[src/rtl/mini_alu_pkg.sv]
// Shared definitions for the 4-bit registered ALU: datapath width and the
// op encodings seen on {SB,SA}.
package mini_alu_pkg;

  localparam int ALU_W = 4;

  typedef enum logic [1:0] {
    OP_ADD = 2'b00,
    OP_SUB = 2'b01,
    OP_AND = 2'b10,
    OP_XOR = 2'b11
  } op_e;

endpackage

[src/rtl/mini_alu_if.sv]
// Bit-level operand/result bundle of the ALU. The master side drives op
// select, operands and carry-in; the slave side (the ALU) returns the
// registered result, carry-out and overflow flag.
interface mini_alu_if;

  logic SB, SA;
  logic A3, A2, A1, A0;
  logic B3, B2, B1, B0;
  logic Cin;
  logic C3, C2, C1, C0;
  logic Cout;
  logic SC;

  modport master (
    output SB, SA, A3, A2, A1, A0, B3, B2, B1, B0, Cin,
    input  C3, C2, C1, C0, Cout, SC
  );

  modport slave (
    input  SB, SA, A3, A2, A1, A0, B3, B2, B1, B0, Cin,
    output C3, C2, C1, C0, Cout, SC
  );

endinterface

[src/rtl/mini_alu_adder4.sv]
// Combinational ripple-carry adder built from full-adder bit slices.
// Exposes both the final carry and the carry into the MSB so the caller
// can form the two's-complement overflow flag.
module mini_alu_adder4
  import mini_alu_pkg::*;
(
  input  logic [ALU_W-1:0] a,
  input  logic [ALU_W-1:0] b,
  input  logic             cin,
  output logic [ALU_W-1:0] sum,
  output logic             cout,
  output logic             c_msb
);

  logic [ALU_W:0] carry;

  assign carry[0] = cin;

  // One full-adder slice per bit, carry rippling from LSB to MSB
  for (genvar i = 0; i < ALU_W; i++) begin : g_fa
    assign sum[i]       = a[i] ^ b[i] ^ carry[i];
    assign carry[i + 1] = (a[i] & b[i]) | (carry[i] & (a[i] ^ b[i]));
  end

  assign cout  = carry[ALU_W];
  assign c_msb = carry[ALU_W-1];

endmodule

[src/rtl/mini_alu.sv]
// 4-bit registered ALU: ADD/SUB share one ripple adder (SUB feeds ~B),
// AND/XOR are plain bitwise ops. All outputs are registered, one clock
// of latency, with a synchronous active-high reset.
module mini_alu
  import mini_alu_pkg::*;
(
  input  logic       clk,
  input  logic       rst,
  mini_alu_if.slave  bus
);

  op_e              op;
  logic [ALU_W-1:0] a;
  logic [ALU_W-1:0] b;
  logic [ALU_W-1:0] b_eff;
  logic [ALU_W-1:0] sum;
  logic             add_cout;
  logic             add_c_msb;

  logic [ALU_W-1:0] res_d;
  logic             cout_d;
  logic             sc_d;

  logic [ALU_W-1:0] res_q;
  logic             cout_q;
  logic             sc_q;

  assign a = {bus.A3, bus.A2, bus.A1, bus.A0};
  assign b = {bus.B3, bus.B2, bus.B1, bus.B0};

  // Subtraction is A + ~B + Cin, so only the B operand changes per op
  always_comb begin
    op    = op_e'({bus.SB, bus.SA});
    b_eff = (op == OP_SUB) ? ~b : b;
  end

  mini_alu_adder4 u_adder (
    .a     (a),
    .b     (b_eff),
    .cin   (bus.Cin),
    .sum   (sum),
    .cout  (add_cout),
    .c_msb (add_c_msb)
  );

  // Result mux: arithmetic ops carry flags, logic ops force them low
  always_comb begin
    res_d  = '0;
    cout_d = 1'b0;
    sc_d   = 1'b0;
    unique case (op)
      OP_ADD, OP_SUB: begin
        res_d  = sum;
        cout_d = add_cout;
        sc_d   = add_c_msb ^ add_cout;
      end
      OP_AND: res_d = a & b;
      OP_XOR: res_d = a ^ b;
      default: res_d = '0;
    endcase
  end

  // Output registers; reset wins over every input
  always_ff @(posedge clk) begin
    if (rst) begin
      res_q  <= '0;
      cout_q <= 1'b0;
      sc_q   <= 1'b0;
    end else begin
      res_q  <= res_d;
      cout_q <= cout_d;
      sc_q   <= sc_d;
    end
  end

  assign bus.C3   = res_q[3];
  assign bus.C2   = res_q[2];
  assign bus.C1   = res_q[1];
  assign bus.C0   = res_q[0];
  assign bus.Cout = cout_q;
  assign bus.SC   = sc_q;

endmodule

[src/flat_wrapper.sv]
// flat-port wrapper written by rule: the top's interface ports become plain ports
module mini_alu_flat import mini_alu_pkg::*;
  (clk, rst, bus_SB, bus_SA, bus_A3, bus_A2, bus_A1, bus_A0, bus_B3, bus_B2, bus_B1, bus_B0, bus_Cin, bus_C3, bus_C2, bus_C1, bus_C0, bus_Cout, bus_SC);
  mini_alu_if bus_i ();
  input  logic clk;
  input  logic rst;
  input wire logic [$bits(bus_i.SB)-1:0] bus_SB;
  input wire logic [$bits(bus_i.SA)-1:0] bus_SA;
  input wire logic [$bits(bus_i.A3)-1:0] bus_A3;
  input wire logic [$bits(bus_i.A2)-1:0] bus_A2;
  input wire logic [$bits(bus_i.A1)-1:0] bus_A1;
  input wire logic [$bits(bus_i.A0)-1:0] bus_A0;
  input wire logic [$bits(bus_i.B3)-1:0] bus_B3;
  input wire logic [$bits(bus_i.B2)-1:0] bus_B2;
  input wire logic [$bits(bus_i.B1)-1:0] bus_B1;
  input wire logic [$bits(bus_i.B0)-1:0] bus_B0;
  input wire logic [$bits(bus_i.Cin)-1:0] bus_Cin;
  output wire logic [$bits(bus_i.C3)-1:0] bus_C3;
  output wire logic [$bits(bus_i.C2)-1:0] bus_C2;
  output wire logic [$bits(bus_i.C1)-1:0] bus_C1;
  output wire logic [$bits(bus_i.C0)-1:0] bus_C0;
  output wire logic [$bits(bus_i.Cout)-1:0] bus_Cout;
  output wire logic [$bits(bus_i.SC)-1:0] bus_SC;
  assign bus_i.SB = bus_SB;
  assign bus_i.SA = bus_SA;
  assign bus_i.A3 = bus_A3;
  assign bus_i.A2 = bus_A2;
  assign bus_i.A1 = bus_A1;
  assign bus_i.A0 = bus_A0;
  assign bus_i.B3 = bus_B3;
  assign bus_i.B2 = bus_B2;
  assign bus_i.B1 = bus_B1;
  assign bus_i.B0 = bus_B0;
  assign bus_i.Cin = bus_Cin;
  assign bus_C3 = bus_i.C3;
  assign bus_C2 = bus_i.C2;
  assign bus_C1 = bus_i.C1;
  assign bus_C0 = bus_i.C0;
  assign bus_Cout = bus_i.Cout;
  assign bus_SC = bus_i.SC;
  mini_alu u_core (.clk(clk), .rst(rst), .bus(bus_i));
endmodule
[config.mk]
export PLATFORM = sky130hd
export DESIGN_NAME = mini_alu_flat
export DESIGN_NICKNAME = d
export VERILOG_FILES = /design/src/rtl/mini_alu_pkg.sv /design/src/rtl/mini_alu_if.sv /design/src/rtl/mini_alu_adder4.sv /design/src/rtl/mini_alu.sv /design/src/flat_wrapper.sv
export SDC_FILE = /design/constraint.sdc
export NUM_CORES = 1
export LEC_CHECK = 0
export CAP_MARGIN = 15
export CORE_MARGIN = 5
export CORE_UTILIZATION = 25
export CTS_CLUSTER_DIAMETER = 30
export DETAILED_ROUTE_END_ITERATION = 8
export DONT_BUFFER_PORTS = 1
export GPL_TIMING_DRIVEN = 1
export SLEW_MARGIN = 20
export SYNTH_ARGS = -nofsm -noshare
export SYNTH_HDL_FRONTEND = slang
export SYNTH_SLANG_ARGS = --single-unit
[constraint.sdc]
create_clock -name clk -period 3 [get_ports clk]
set_input_delay 0.45 -clock clk [delete_from_list [all_inputs] [get_ports clk]]
set_output_delay 0.45 -clock clk [all_outputs]
set_load 0.005 [all_outputs]
### Word-level counts from Yosys, hierarchy flattened

Index checks and enable logic that the tools add are counted.

* bitwise operators: 25
* muxes and demuxes: 2
* reductions and logical operators: 3
* equality and inequality tests: 3

Operator list (number)
* case mux 4 bit (3 select lines): 1
* XOR 1 bit: 9
* AND 1 bit: 8
* AND 4 bit: 1
* equality test 2 bit, second input constant: 2
* 2-to-1 mux 4 bit: 1
* NOT 4 bit: 1
* OR 1 bit: 4
* OR reduction 2 bit: 2
* XOR 4 bit: 1
* equality test 2 x 1 -> 1 bit, second input constant: 1
* logical NOT 2 bit: 1
* NOT 1 bit: 1

* register bits after elaboration: 6
* bits of input ports: 13
* output and inout port bits: 6
* word-level logic and storage cells: 36

### Logic depth before layout (Yosys ltp)

Gate-level depths: netlist of the first run.

* depth after elaboration: 12
* gate-level depth with buffers: 12

### By module

From an unflattened synthesis of the first run, not the netlist that was laid out.

* cells, all modules: 45
* area total of the unflattened synthesis: 449.2 um2

By module, submodules not included
* mini_alu: times used 1, area each 339.1 um2, seq. area each 120.1 um2, cells an instance 33
* mini_alu_adder4: times used 1, area each 110.1 um2, seq. area each 0.0 um2, cells an instance 12

### Least setup slack after synthesis of the first run

Ideal clock, no wire load.

* path kind: input -> register
* from: input bus_SA
* to: register u_core.res_q[3]
* setup slack: 378 ps
* arrival time: 2497 ps
* library setup time: 125 ps
* stages on the path: 12
* path through: buf_4 and2b_1 xnor2_1 fa_1 inv_1 fa_1 inv_1 fa_1 inv_1 fa_1 nor2_1 a211oi_1

* cells in the longest elaborated chain, start to end: 11
* elaborated cells on any way between the ends: 21
* classes of those cells: eq/ne: 3; mux: 2; bitwise: 14; reduce/logical: 2

Ends and longest elaborated chain
* start: declaration: line flat_wrapper.sv:8 `input wire logic [$bits(bus_i.SA)-1:0] bus_SA;`
* equality test 2 x 1 -> 1 bit: line mini_alu.sv:34, mini_alu.sv:51
* 2-to-1 mux 4 bit: line mini_alu.sv:34 `b_eff = (op == OP_SUB) ? ~b : b;`
* XOR 1 bit: line mini_alu_adder4.sv:22 `assign carry[i + 1] = (a[i] & b[i]) | (carry[i] & (a[i] ^ b[i]));`
* AND 1 bit: line mini_alu_adder4.sv:22
* OR 1 bit: line mini_alu_adder4.sv:22
* AND 1 bit: line mini_alu_adder4.sv:22
* OR 1 bit: line mini_alu_adder4.sv:22
* AND 1 bit: line mini_alu_adder4.sv:22
* OR 1 bit: line mini_alu_adder4.sv:22
* XOR 1 bit: line mini_alu_adder4.sv:21 `assign sum[i] = a[i] ^ b[i] ^ carry[i];`
* case mux 4 bit (3 select lines) (*): line mini_alu.sv:51 `unique case (op)`
* end signal: assignment: line mini_alu.sv:70 `res_q <= res_d;`
* end: declaration: line mini_alu.sv:24 `logic [ALU_W-1:0] res_q;`

Every way passes the cells marked *; elsewhere a longest branch is shown, timed or not.
A chain may end at the register's enable or synchronous reset.

### Worst setup path in the final report of the first run

* from: input bus_SB
* to: register u_core.res_q[3]

* cells in the longest elaborated chain, start to end: 11
* elaborated cells on any way between the ends: 21
* classes of those cells: eq/ne: 3; mux: 2; bitwise: 14; reduce/logical: 2

Ends and longest elaborated chain
* start: declaration: line flat_wrapper.sv:7 `input wire logic [$bits(bus_i.SB)-1:0] bus_SB;`
* equality test 2 x 1 -> 1 bit: line mini_alu.sv:34, mini_alu.sv:51
* 2-to-1 mux 4 bit: line mini_alu.sv:34
* XOR 1 bit: line mini_alu_adder4.sv:22
* AND 1 bit: line mini_alu_adder4.sv:22
* OR 1 bit: line mini_alu_adder4.sv:22
* AND 1 bit: line mini_alu_adder4.sv:22
* OR 1 bit: line mini_alu_adder4.sv:22
* AND 1 bit: line mini_alu_adder4.sv:22
* OR 1 bit: line mini_alu_adder4.sv:22
* XOR 1 bit: line mini_alu_adder4.sv:21
* case mux 4 bit (3 select lines) (*): line mini_alu.sv:51

Marks and branches as above.

==> results of run 1 <==
## worst max path at each step
| stage | startpoint | cells past startpoint | slack (ps) | to |
|---|---|---|---|---|
| 3_3_place_gp | bus_SB | 11 | 440 | u_core.res_q[3]$_SDFF_PP0_ |
| 2_1_floorplan | bus_SA | 12 | 380 | u_core.res_q[3]$_SDFF_PP0_ |
| 4_1_cts | bus_SB | 11 | 680 | u_core.res_q[3]$_SDFF_PP0_ |
| 6_report | bus_SB | 11 | 680 | u_core.res_q[3]$_SDFF_PP0_ |
| 3_5_place_dp | bus_SB | 11 | 430 | u_core.res_q[3]$_SDFF_PP0_ |
| 5_1_grt | bus_SB | 11 | 590 | u_core.res_q[3]$_SDFF_PP0_ |
## where the power goes
| group | internal (mW) | switching (mW) | leakage (nW) | total (mW) |
|---|---|---|---|---|
| Combinational | 0.0260 | 0.0219 | 0.151 | 0.0479 |
| Clock | 0.0450 | 0.0248 | 0.0138 | 0.0697 |
| Sequential | 0.0887 | 0.00367 | 0.0498 | 0.0924 |
## flip-flops by register name (all words and copies together) (netlist names)
| signal | flops |
|---|---|
| u_core.bus.Cout | 1 |
| u_core.bus.SC | 1 |
| u_core.res_q | 4 |
## cell families after synthesis
logic type	share of synthesized area [%]
buf+inv	7.86
fa+ha+maj	29.2
simple gates	10.4
flops	27.0
xor+xnor	9.83
compound gates	6.74
mux	8.99
## per-layer routing
| layer | routed length [um] | GRT usage [%] | up-vias |
|---|---|---|---|
| met4 | 0 | 5.11 | 0 |
| met2 | 329 | 7.53 | 15 |
| met5 | 0 | 0 | - |
| met1 | 279 | 5.92 | 108 |
| met3 | 129 | 3.70 | 0 |
| li1 | - | - | 142 |
## worst max-delay path, stage by stage
cell,delay (ps)
and2b_1,190
xnor2_1,140
fa_1,350
inv_1,70
fa_1,150
inv_1,50
fa_1,400
inv_1,90
fa_1,400
nor2_1,100
a211oi_1,50
## cell usage in the layout, fill, tap and decap left out
master | netlist | final
a211oi_1 | 4 | 4
and2b_1 | 1 | 1
clkbuf_4 | 0 | 3
nor2b_1 | 2 | 2
fa_1 | 4 | 4
mux2i_1 | 4 | 4
nand2b_1 | 1 | 1
xnor2_1 | 4 | 4
dfxtp_1 | 6 | 6
inv_1 | 6 | 6
xor2_1 | 1 | 1
nor3_1 | 1 | 1
nor3b_1 | 1 | 1
ha_1 | 4 | 4
nor2_1 | 2 | 2
## layout make-up
| type | count | area, sq um | share of cell area [%] |
|---|---|---|---|
| multi-input combinational | 29 | 290 | 59.6 |
| sequential | 6 | 120 | 24.7 |
| tap | 25 | 31.3 | 6.43 |
| clock buffer | 3 | 22.5 | 4.63 |
| inverter | 6 | 22.5 | 4.63 |
## through the flow
step	util, %	worst slack, ps	cells
final	28.5	678	69
after global routing	28.5	585	69
after CTS	28.5	680	69
after detailed placement	27.2	426	66
after global placement	27.2	439	66
after floorplan	-	378	43
==> impl_metrics.prom, run 1 <==
# TYPE chip_impl_metric gauge
chip_impl_metric{name="path_max_fanout",unit=""} 12
chip_impl_metric{name="die_width",unit="um"} 52.2
chip_impl_metric{name="first_global_vias",unit=""} 256
chip_impl_metric{name="grt_util_all_layers",unit="%"} 5.65
chip_impl_metric{name="drt-initial-drc-count",unit=""} 0
chip_impl_metric{name="timing.final.hold_violations",unit=""} 0
chip_impl_metric{name="dr.pass1.iters",unit=""} 1
chip_impl_metric{name="wire_per_inst",unit="um"} 10.7
chip_impl_info{name="rsz0062_at_grt",value="false"} 1
chip_impl_info{name="cts_tree",value="yes"} 1
chip_impl_info{name="path_class",value="in2reg"} 1
chip_impl_metric{name="design.final.nets",unit=""} 67
chip_impl_metric{name="cts.clk_slew.worst_paths",unit="ps"} 40
chip_impl_info{name="holdCritPathClass",value="in2reg"} 1
chip_impl_metric{name="hold_depth",unit=""} 1
chip_impl_info{name="cts.root.buffer_cell",value="clkbuf_4"} 1
chip_impl_info{name="synth.cells.most_frequent",value="6 x dfxtp_1, 6 x inv_1"} 1
chip_impl_metric{name="io_buffer_count",unit=""} 0
chip_impl_info{name="status",value="finished, final reports clean"} 1
chip_impl_metric{name="netlist_area",unit="sq um"} 445
chip_impl_metric{name="ys_warn_count",unit=""} 0
chip_impl_metric{name="postSynth.asyncResetShare",unit="%"} 0
chip_impl_metric{name="route.final.wire_length",unit="um"} 738
chip_impl_metric{name="maximum_vdd_drop",unit="mV"} 0.115
chip_impl_metric{name="post_cts_resized",unit=""} 0
chip_impl_metric{name="drive_above_1_share",unit="%"} 6.82
chip_impl_metric{name="powerDensity",unit="nW/um^2"} 431
chip_impl_info{name="hold-path-endpoint",value="u_core.res_q[3]$_SDFF_PP0_"} 1
chip_impl_info{name="hold_path_start",value="rst"} 1
chip_impl_metric{name="floorplan.core_area",unit="sq um"} 1710
chip_impl_metric{name="viasPerCell",unit=""} 3.84
chip_impl_metric{name="placed_cell_area",unit="sq um"} 464
chip_impl_metric{name="fillers",unit=""} 177
chip_impl_info{name="synth_top_cells_by_area",value="dfxtp_1 27%, fa_1 18%, ha_1 11%"} 1
chip_impl_info{name="synthDominantAreaCellType",value="dfxtp_1"} 1
chip_impl_metric{name="final_period_minus_worst_setup_slack",unit="ps"} 2320
chip_impl_metric{name="synth_fp_nets",unit=""} 64
chip_impl_metric{name="worst-endpoint-arrival",unit="ps"} 2440
chip_impl_metric{name="fin_setup_tns",unit="ps"} 0
chip_impl_metric{name="postSynthAreaPerCell",unit="sq um"} 10.4
chip_impl_metric{name="cts_inserted_buffers",unit=""} 3
chip_impl_metric{name="hpwlAfterDp",unit="um"} 650
chip_impl_metric{name="cts_hold_buffers",unit=""} 0
chip_impl_metric{name="synth_largest_type_area_fraction",unit="%"} 27.0
chip_impl_metric{name="grt_overflow_total",unit=""} 0
chip_impl_metric{name="crit_required",unit="ps"} 3120
chip_impl_metric{name="diodes_inserted",unit=""} 0
chip_impl_metric{name="dieHeight",unit="um"} 52.2
chip_impl_metric{name="post-route-drc-count",unit=""} 0
chip_impl_metric{name="antenna_found_initial",unit=""} 0
chip_impl_metric{name="floorplan.io_pins",unit=""} 19
chip_impl_metric{name="number_of_sinks_driven_by_the_clock_tree",unit=""} 6
chip_impl_metric{name="fp.dieArea",unit="sq um"} 2730
chip_impl_metric{name="final_standard_cell_area_without_fillers",unit="sq um"} 487
chip_impl_metric{name="syn-instance-count",unit=""} 43
chip_impl_metric{name="synth_seq_cells",unit=""} 6
chip_impl_metric{name="route.vias.total",unit=""} 265
chip_impl_metric{name="finalCritPeriodShare",unit="%"} 77.4
chip_impl_metric{name="post-cts-setup-buffer-count",unit=""} 0
chip_impl_metric{name="flow.area_growth_from_synthesis",unit="%"} 9.27
chip_impl_metric{name="totalPowerFinal",unit="mW"} 0.210
chip_impl_metric{name="timing.max_slew.rel_slack",unit="%"} 88.4
chip_impl_info{name="ys_dominant_reg_cell",value="dfxtp_1"} 1
chip_impl_metric{name="synth.yosys.seq_area_share",unit="%"} 27.0
chip_impl_metric{name="max-cap-violations",unit=""} 0
chip_impl_info{name="timing.critical_path.from_type",value="input pin"} 1
chip_impl_metric{name="ys_types",unit=""} 16
chip_impl_metric{name="drv_slew",unit=""} 0
chip_impl_metric{name="clockBufferDepth",unit=""} 2
chip_impl_info{name="critPathCaptureType",value="flop"} 1
chip_impl_metric{name="initial_core_util",unit="%"} 26.1
chip_impl_metric{name="number_of_h_tree_levels",unit=""} 1
chip_impl_metric{name="fmax",unit="MHz"} 431
chip_impl_metric{name="power.leakage",unit="nW"} 0.215
chip_impl_metric{name="finalSetupViolCount",unit=""} 0
chip_impl_metric{name="largest_net_degree_at_the_start_of_global_routing",unit=""} 13
chip_impl_metric{name="timing_worst_slew_pin_value",unit="ps"} 170
chip_impl_metric{name="hold_ws",unit="ps"} 282
chip_impl_metric{name="routability_driven_placement_congestion_ratio",unit=""} 0.633
chip_impl_metric{name="site_row_count",unit=""} 15
chip_impl_metric{name="grt_first_pass_wirelength",unit="mm"} 1.08
chip_impl_metric{name="route.antenna.remaining_nets",unit=""} 0
chip_impl_metric{name="number_of_enable_flip_flop_cells_after_synthesis",unit=""} 0
Note: power is estimated with default switching activity, not from simulation.
==> inputs of run 2 (changes only) <==
clock period = 1.9 ns   (was 3 ns; I/O delays follow)
==> run 2 against run 1 <==
Compared with the run above:
- the flow now finishes with violations (setup timing)
- flip-flop and latch count did not move
- worst hold slack got worse by 160 ps
- global-route usage rose by 0.60 points
- die area did not move
- sequential power rose by 58%
- sequential share of layout area fell by 1.9 points
- clock power rose by 56%
- via count rose by 8.3%
- critical path depth did not move
- power rose by 64%
- clock-buffer cell count did not move
- setup slack got worse by 850 ps
- highest routed layer unchanged
==> impl_metrics.prom, run 2 (same netlist as run 1, synthesis figures left out) <==
# TYPE chip_impl_metric gauge
chip_impl_metric{name="floorplan.io_pins",unit=""} 19
chip_impl_metric{name="worst-endpoint-arrival",unit="ps"} 2220
chip_impl_metric{name="route.antenna.remaining_nets",unit=""} 0
chip_impl_info{name="hold_path_start",value="rst"} 1
chip_impl_metric{name="cts_inserted_buffers",unit=""} 3
chip_impl_metric{name="die_width",unit="um"} 52.2
chip_impl_info{name="rsz0062_at_grt",value="true"} 1
chip_impl_info{name="failed_checks",value="setup timing"} 1
chip_impl_metric{name="wire_per_inst",unit="um"} 10.5
chip_impl_info{name="holdCritPathClass",value="in2reg"} 1
chip_impl_metric{name="route.final.wire_length",unit="um"} 757
chip_impl_metric{name="hpwlAfterDp",unit="um"} 656
chip_impl_metric{name="crit_buf_inv",unit=""} 3
chip_impl_metric{name="dr.pass1.iters",unit=""} 2
chip_impl_metric{name="final_period_minus_worst_setup_slack",unit="ps"} 2070
chip_impl_metric{name="critical-path-max-stage-delay",unit="ps"} 500
chip_impl_metric{name="site_row_count",unit=""} 15
chip_impl_info{name="final_cell_mix",value="6 x dfxtp_1, 4 x mux2i_1, 4 x a211oi_1, 4 x fa_2, 4 x ha_1"} 1
chip_impl_metric{name="route.vias.total",unit=""} 287
chip_impl_metric{name="drt-initial-drc-count",unit=""} 2
chip_impl_metric{name="grtUsageMet2",unit="%"} 11.1
chip_impl_metric{name="final_standard_cell_area_without_fillers",unit="sq um"} 527
chip_impl_info{name="timing.critical_path.from",value="bus_SB"} 1
chip_impl_metric{name="fmax",unit="MHz"} 482
chip_impl_metric{name="drv_slew",unit=""} 0
chip_impl_metric{name="powerDensity",unit="nW/um^2"} 652
chip_impl_metric{name="routability_driven_placement_congestion_ratio",unit=""} 0.656
chip_impl_metric{name="crit_required",unit="ps"} 2050
chip_impl_metric{name="largest_reg_flops",unit=""} 4
chip_impl_info{name="path_class",value="in2reg"} 1
chip_impl_metric{name="floorplan.core_area",unit="sq um"} 1710
chip_impl_metric{name="totalPowerFinal",unit="mW"} 0.344
chip_impl_metric{name="number_of_sinks_driven_by_the_clock_tree",unit=""} 6
chip_impl_metric{name="place_inst",unit=""} 69
chip_impl_metric{name="antenna_found_initial",unit=""} 0
chip_impl_metric{name="number_of_h_tree_levels",unit=""} 1
chip_impl_info{name="hold-path-endpoint",value="u_core.res_q[3]$_SDFF_PP0_"} 1
chip_impl_metric{name="drive_above_1_share",unit="%"} 29.8
chip_impl_metric{name="hold_ws",unit="ps"} 120
chip_impl_info{name="crit_path_top_delay_cell",value="fa_2"} 1
chip_impl_metric{name="flow.area_growth_from_synthesis",unit="%"} 18.3
chip_impl_metric{name="globalRouteMet3Util",unit="%"} 1.71
chip_impl_metric{name="max-cap-violations",unit=""} 0
chip_impl_info{name="layout.cells.most_common",value="dfxtp_1"} 1
chip_impl_info{name="cts_tree",value="yes"} 1
chip_impl_metric{name="timing_worst_slew_pin_value",unit="ps"} 228
chip_impl_metric{name="dieHeight",unit="um"} 52.2
chip_impl_metric{name="largest_net_degree_at_the_start_of_global_routing",unit=""} 13
chip_impl_metric{name="grt_overflow_total",unit=""} 0
chip_impl_metric{name="finalCritPeriodShare",unit="%"} 109
chip_impl_metric{name="clockBufferDepth",unit=""} 2
chip_impl_metric{name="viasPerCell",unit=""} 3.99
chip_impl_metric{name="finalWorstSetupSlack",unit="ps"} -174
chip_impl_metric{name="placed_cell_area",unit="sq um"} 497
chip_impl_info{name="timing.critical_path.cells",value="and2b_1 > xnor2_2 > fa_2 > inv_2 > fa_2 > inv_2 > fa_2 > inv_2 > fa_2 > nor2_1 > a211oi_1"} 1
chip_impl_info{name="crit_top_cell",value="fa_2"} 1
chip_impl_info{name="timing.critical_path.from_type",value="input pin"} 1
chip_impl_metric{name="diodes_inserted",unit=""} 0
chip_impl_metric{name="initial_core_util",unit="%"} 26.1
chip_impl_metric{name="fin_setup_tns",unit="ps"} -230
chip_impl_info{name="grt-busiest-layer",value="met2"} 1
chip_impl_metric{name="fp.dieArea",unit="sq um"} 2730
chip_impl_metric{name="cts.clk_slew.worst_paths",unit="ps"} 40
chip_impl_metric{name="io_buffer_count",unit=""} 0
chip_impl_metric{name="finalSetupViolCount",unit=""} 2
chip_impl_metric{name="levels_on_crit_path",unit=""} 11
chip_impl_metric{name="first_global_vias",unit=""} 311
chip_impl_info{name="regMostFlops",value="u_core.res_q"} 1
chip_impl_metric{name="grt_util_all_layers",unit="%"} 6.25
chip_impl_metric{name="grt.met1_usage",unit="%"} 5.40
chip_impl_metric{name="maximum_vdd_drop",unit="mV"} 0.199
chip_impl_metric{name="post-route-drc-count",unit=""} 0
chip_impl_metric{name="stdcell_count",unit=""} 72
chip_impl_metric{name="hold_depth",unit=""} 1
chip_impl_info{name="critPathCaptureType",value="flop"} 1
chip_impl_metric{name="grt_first_pass_wirelength",unit="mm"} 1.20
chip_impl_info{name="cpLargestDelayFamily",value="adder cells"} 1
chip_impl_info{name="cts.root.buffer_cell",value="clkbuf_4"} 1
chip_impl_metric{name="path_max_fanout",unit=""} 12
chip_impl_info{name="status",value="complete, but fails checks"} 1
chip_impl_metric{name="power.leakage",unit="nW"} 0.227
chip_impl_metric{name="timing.final.hold_violations",unit=""} 0
chip_impl_metric{name="design.final.nets",unit=""} 70
chip_impl_metric{name="timing.max_slew.rel_slack",unit="%"} 84.7
## run 2: worst max path at each step
stage | slack, ps | to
after floorplan | -500 | u_core.res_q[3]$_SDFF_PP0_
after global placement | -470 | u_core.res_q[3]$_SDFF_PP0_
after detailed placement | -470 | u_core.res_q[3]$_SDFF_PP0_
after CTS | -180 | u_core.res_q[3]$_SDFF_PP0_
after global routing | -290 | u_core.res_q[3]$_SDFF_PP0_
final | -170 | u_core.res_q[3]$_SDFF_PP0_
## run 2: timing repair
item / CTS / global route
hold buffers: 0 / 0
setup endpoints to repair: 2 / 4
setup buffers: 0 / 0
pin swaps: 2 / 0
resized for setup: 1 / 0
## run 2: stage by stage
stage	setup WS (ps)	utilization, %
6_report	-174	30.8
5_1_grt	-286	30.8
4_1_cts	-185	30.8
3_5_place_dp	-470	29.1
3_3_place_gp	-474	29.1
2_1_floorplan	-502	-
## run 2: routing by layer
| metal | up-vias | wire (um) |
|---|---|---|
| li1 | 150 | - |
| met1 | 128 | 277 |
| met2 | 9 | 410 |
| met3 | 0 | 69 |
| met4 | 0 | 0 |
| met5 | - | 0 |
## run 2: where the power goes
group | total [mW] | internal, mW | switching (mW) | leakage (nW)
clock network | 0.109 | 0.0709 | 0.0377 | 0.0138
registers | 0.146 | 0.140 | 0.00579 | 0.0498
logic | 0.0893 | 0.0511 | 0.0381 | 0.164
total | 0.344 | 0.262 | 0.0816 | 0.227
## run 2: layout make-up
cell class,instances,area [sq um]
inverter,6,22.5
sequential,6,120
fill,190,1180
clock buffer,3,22.5
tap,25,31.3
multi-input combinational,29,308
timing repair buffer,3,22.5
